File: config.mk
export PLATFORM = sky130hd
export DESIGN_NAME = seg_scan_capture
export DESIGN_NICKNAME = d
export VERILOG_FILES = /design/src/rtl/seg_scan_capture.sv
export SDC_FILE = /design/constraint.sdc
export NUM_CORES = 1
export LEC_CHECK = 0
export BUFFER_PORTS_ARGS = -buffer_cell sky130_fd_sc_hd__buf_2
export CAP_MARGIN = 40
export CORE_MARGIN = 10
export CORE_UTILIZATION = 45
export CTS_CLUSTER_SIZE = 8
export DETAILED_ROUTE_END_ITERATION = 8
export GPL_TIMING_DRIVEN = 0
export SETUP_SLACK_MARGIN = 0.15
export SYNTH_ARGS = -nofsm -noshare
export SYNTH_HDL_FRONTEND = slang
export SYNTH_SLANG_ARGS = --single-unit
File: constraint.sdc
create_clock -name Clk -period 6.15 [get_ports Clk]
set_clock_uncertainty 0.15 [all_clocks]
set_input_delay 0.9225 -clock Clk [delete_from_list [all_inputs] [get_ports Clk]]
set_output_delay 0.9225 -clock Clk [all_outputs]
set_load 0.05 [all_outputs]
File: src/rtl/seg_scan_capture.sv
`timescale 1ns/1ps
// seg_scan_capture: samples a multiplexed HC4511 7-segment scan bus and
// reassembles complete 4-digit BCD frames, flagging blanking and protocol faults.
module seg_scan_capture #(
  parameter int STABLE_CYCLES = 1,
  parameter int TIMEOUT       = 1024
) (
  input  logic        Clk,
  input  logic        Rst,
  input  logic [7:0]  Seg,
  input  logic [3:0]  Sel,
  output logic [15:0] Digits,
  output logic [3:0]  Blank,
  output logic        Valid,
  output logic        Err,
  output logic [1:0]  ErrCode,
  output logic        Stale
);

  typedef enum logic [1:0] {WAIT0, GOT0, GOT1, GOT2} state_t;

  state_t      state;
  logic [3:0]  in_sel, prev_sel;
  logic [7:0]  in_seg, prev_seg;
  logic [7:0]  stab_cnt, stab_next;
  logic        held, held_eff, gap, accept;
  logic        acc_fire;
  logic [3:0]  acc_sel;
  logic [6:0]  acc_seg;
  logic [3:0]  dec_val;
  logic        dec_blank, seg_ok;
  logic [1:0]  sel_idx;
  logic        sel_ok;
  logic [15:0] idle_cnt;
  logic [11:0] part_val;
  logic [2:0]  part_blank;

  // Dwell tracking: one acceptance per Sel dwell once the sample has been stable long enough
  always_comb begin
    gap       = (in_sel == 4'b1111);
    stab_next = 8'd1;
    if (gap)
      stab_next = 8'd0;
    else if (in_sel == prev_sel && in_seg == prev_seg)
      stab_next = (stab_cnt == 8'hFF) ? stab_cnt : stab_cnt + 8'd1;
    held_eff = held && (in_sel == prev_sel);
    accept   = !gap && !held_eff && (stab_next == 8'(STABLE_CYCLES));
  end

  always_ff @(posedge Clk or posedge Rst) begin
    if (Rst) begin
      in_sel   <= 4'b1111;
      in_seg   <= 8'h00;
      prev_sel <= 4'b1111;
      prev_seg <= 8'h00;
      stab_cnt <= 8'd0;
      held     <= 1'b0;
      acc_fire <= 1'b0;
      acc_sel  <= 4'b1111;
      acc_seg  <= 7'd0;
    end else begin
      in_sel   <= Sel;
      in_seg   <= Seg;
      prev_sel <= in_sel;
      prev_seg <= in_seg;
      stab_cnt <= stab_next;
      held     <= accept | held_eff;
      acc_fire <= accept;
      acc_sel  <= in_sel;
      acc_seg  <= in_seg[6:0];
    end
  end

  always_comb begin
    dec_val   = 4'hF;
    dec_blank = 1'b0;
    seg_ok    = 1'b1;
    case (acc_seg)
      7'b0111111: dec_val = 4'd0;
      7'b0000110: dec_val = 4'd1;
      7'b1011011: dec_val = 4'd2;
      7'b1001111: dec_val = 4'd3;
      7'b1100110: dec_val = 4'd4;
      7'b1101101: dec_val = 4'd5;
      7'b1111100: dec_val = 4'd6;
      7'b0000111: dec_val = 4'd7;
      7'b1111111: dec_val = 4'd8;
      7'b1100111: dec_val = 4'd9;
      7'b0000000: dec_blank = 1'b1;
      default:    seg_ok = 1'b0;
    endcase
  end

  always_comb begin
    sel_idx = 2'd0;
    sel_ok  = 1'b1;
    case (acc_sel)
      4'b1110: sel_idx = 2'd0;
      4'b1101: sel_idx = 2'd1;
      4'b1011: sel_idx = 2'd2;
      4'b0111: sel_idx = 2'd3;
      default: sel_ok = 1'b0;
    endcase
  end

  // Frame assembly; digit0 always (re)starts a frame, a mid-frame digit0 is also a sequence fault
  always_ff @(posedge Clk or posedge Rst) begin
    if (Rst) begin
      state      <= WAIT0;
      Digits     <= 16'h0000;
      Blank      <= 4'b1111;
      Valid      <= 1'b0;
      Err        <= 1'b0;
      ErrCode    <= 2'b00;
      Stale      <= 1'b0;
      idle_cnt   <= 16'd0;
      part_val   <= 12'd0;
      part_blank <= 3'd0;
    end else begin
      Valid <= 1'b0;
      Err   <= 1'b0;
      if (acc_fire) begin
        idle_cnt <= 16'd0;
        if (!sel_ok) begin
          Err     <= 1'b1;
          ErrCode <= 2'b11;
          state   <= WAIT0;
        end else if (!seg_ok) begin
          Err     <= 1'b1;
          ErrCode <= 2'b01;
          state   <= WAIT0;
        end else if (sel_idx == 2'd0) begin
          part_val[3:0] <= dec_val;
          part_blank[0] <= dec_blank;
          state         <= GOT0;
          if (state != WAIT0) begin
            Err     <= 1'b1;
            ErrCode <= 2'b10;
          end
        end else begin
          case (state)
            GOT0:
              if (sel_idx == 2'd1) begin
                part_val[7:4] <= dec_val;
                part_blank[1] <= dec_blank;
                state         <= GOT1;
              end else begin
                Err     <= 1'b1;
                ErrCode <= 2'b10;
                state   <= WAIT0;
              end
            GOT1:
              if (sel_idx == 2'd2) begin
                part_val[11:8] <= dec_val;
                part_blank[2]  <= dec_blank;
                state          <= GOT2;
              end else begin
                Err     <= 1'b1;
                ErrCode <= 2'b10;
                state   <= WAIT0;
              end
            GOT2:
              if (sel_idx == 2'd3) begin
                Digits <= {dec_val, part_val};
                Blank  <= {dec_blank, part_blank};
                Valid  <= 1'b1;
                Stale  <= 1'b0;
                state  <= WAIT0;
              end else begin
                Err     <= 1'b1;
                ErrCode <= 2'b10;
                state   <= WAIT0;
              end
            default: ;
          endcase
        end
      end else if (idle_cnt == 16'(TIMEOUT - 1)) begin
        idle_cnt <= 16'(TIMEOUT);
        state    <= WAIT0;
        Stale    <= 1'b1;
      end else if (idle_cnt != 16'(TIMEOUT)) begin
        idle_cnt <= idle_cnt + 16'd1;
      end
    end
  end

endmodule

==> results.toml <==
[synth]
syn_inst = 367
synth_ff_type = "dfrtp_1"
yosys.cell_count.top_type = "dfrtp_1"
yosys.area.top_type = "dfrtp_1"
ys_seq_area_share_pct = 52.3
syn-num-nets = 388
yosysTopAreaCellShare_pct = 45.2
synth_edf_count = 0
yosys_warnings = 0
syn_area_mm2 = 0.00443
ys_top_cells_by_area = "dfrtp_1 45%, dfstp_2 7.1%, mux2_4 6.1%, xor2_1 5.3%, mux2_2 3.8%"
ys_ff_latch = 92
synthArstFlopShare_pct = 100
synth_cell_types = 64
netlist_top_cells_count = "80 x dfrtp_1, 27 x xor2_1, 26 x nor2_1, 18 x mux2_4, 18 x nand2_1"
avgSynthCellArea_um2 = 12.1

[die]
die_x_um = 119
coreArea_mm2 = 0.00968
start_util_pct = 45.8
io_pins = 39
rows = 36
die_h_um = 119
die_area_mm2 = 0.0142

[grt]
grt_overflow_total = 0
grt_start_max_net_pins = 61
track_usage_pct = 11.9
grt_pass1_vias = 2973
grt_pass1_wl_um = 14100
antenna_found_initial = 0

[drt]
totalWireLength_um = 8130
ant_nets = 0
vias_per_cell = 5.13
drtPass1Iterations = 5
via_count = 2849
post-route-drc-count = 0
wl_per_cell_um = 14.7
drt_first_iter_violations = 106

[timing]
setup_tns_ns = 0
setup_viol = 0
hold_viol = 0
whs_ns = 0.234
fmax_mhz = 404
rsz0062_at_grt = "no"
max-slew-margin-rel_pct = 62.1
tightestPinTransition_ns = 0.565
finalCritPeriodShare_pct = 40.2
drv_slew = 0
finalCriticalPeriod_ns = 2.47

[clocking]
cts-root-buf = "clkbuf_8"
cts_tree = "built"
cts_buffer_depth = 2
cts_resized = 0
ctsHoldBuffers = 0
clkLatencyLatePin_ns = 0.37
postCtsSetupRepairBufs = 0
cts_sinks = 92
cts_made_buffers = 9
path_clk_slew_ns = 0.11
cts_max_level = 3

[flow_run]
cap_violations = 0

[setup_path]
reg2regPathDepth = 6
end_kind = "flop"
worstPathMaxFanout = 10
crit_chain = "buf_2 > and3b_1 > o2111ai_2 > o2111ai_1 > o211ai_2 > mux2_2"
r2r_slack_ns = 3.68
startpoint = "acc_seg[1]"
max_stage_delay_ns = 0.45
worstSetupPathType = "flop to flop"
start_kind = "flop"
arrival_ns = 2.57
critPathSlowestCell = "o211ai_2"
r2r_start = "acc_seg[1]"
critPathRequiredTime_ns = 6.24
regToRegEndpoint = "part_val[5]"

[min_path]
hold_depth = 0
holdPathEnd = "acc_sel[0]"
hold_path.class = "flop to flop"
holdCritStartpoint = "in_sel[0]"

[cells_and_area]
drive_above_1_share_pct = 30.1
diodes = 0
area_delta_synth_final_pct = 13.1
fin_util_pct = 51.8
fin_nets = 438
design_area_mm2 = 0.00501

[place]
hpwl_um = 5790
placed_cell_area_mm2 = 0.00482
gp_congestion = 0.844
port_buffers = 38

[pwr]
p_total_uw = 1120
ir_drop_uv = 129
cellLeakagePower_uw = 0.00225
power.density_mw_per_mm2 = 223

[outcome]
outcome = "finished, final reports clean"
## logic make-up after synthesis
family	Yosys count	share of synthesized area, %
DFF	92	52.3
AOI/OAI and AO/OA	50	9.60
and+or+nand+nor	113	14.3
adders and majority gates	7	1.98
buffers and inverters	30	3.42
xor gates and xnor gates	36	7.11
muxes	39	11.3
## state kept, by name, summed over array words and instances, names as in the netlist
name        flops
Blank           4
Digits         16
Err             1
ErrCode         2
Stale           1
Valid           1
acc_fire        1
acc_seg         6
acc_sel         4
held            1
idle_cnt       16
in_seg          8
in_sel          4
part_blank      3
part_val       12
prev_seg        2
stab_cnt        8
state           2
## stage by stage
step | worst slack, ns | std cells
floorplan | 2.71 | 367
global placement | 1.60 | 538
detailed placement | 3.69 | 539
CTS | 3.67 | 555
global route | 3.54 | 555
finish | 3.68 | 555
## power by group
part	total [µW]	switching (µW)	leakage [µW]	internal [µW]
logic	88.3	56.0	0.000974	32.3
registers	633	9.85	0.00118	623
clock network	394	236	0.000100	158
## layout make-up
| type | instances | area (µm²) |
|---|---|---|
| multi-input combinational | 245 | 1960 |
| sequential | 92 | 2320 |
| clock buffer | 9 | 124 |
| buffer | 18 | 106 |
| inverter | 12 | 47.5 |
| fill | 881 | 4670 |
| clock inverter | 7 | 70.1 |
| tap | 133 | 166 |
| timing repair buffer | 39 | 218 |
## worst max-delay path, delay by kind of cell, from the launching register on
| family | cells | cell delay [ns] |
|---|---|---|
| and+or+nand+nor | 1 | 0.21 |
| DFF | 1 | 0.38 |
| AOI/OAI and AO/OA | 3 | 0.99 |
| buffers and inverters | 1 | 0.24 |
| muxes | 1 | 0.39 |
## layer usage
layer  vias up  track usage (%)  part of all wire [%]
li1       1407                -                     -
met4         0             5.27                   1.7
met3        15             3.07                   4.0
met1      1385             15.2                    49
met5         -                0                     0
met2        42             18.7                    46
## layout by cell type, fill, tap and decap left out, drive strengths merged, types with 12 or more instances in the layout
master,Yosys,routed
nand3,13,13
dfstp,12,12
buf,11,50
clkbuf,7,16
nand2,18,18
xor2,27,27
inv,12,15
nor2,26,26
dfrtp,80,80
mux2,36,36
## how the worst max path moves through the flow
| stage | endpoint | slack [ns] |
|---|---|---|
| floorplan | Digits[0] | 2.71 |
| global placement | idle_cnt[14] | 1.60 |
| detailed placement | part_val[5] | 3.69 |
| CTS | part_val[5] | 3.67 |
| global route | stab_cnt[7] | 3.54 |
| finish | part_val[5] | 3.68 |
Power figures use the tool's default switching activity.
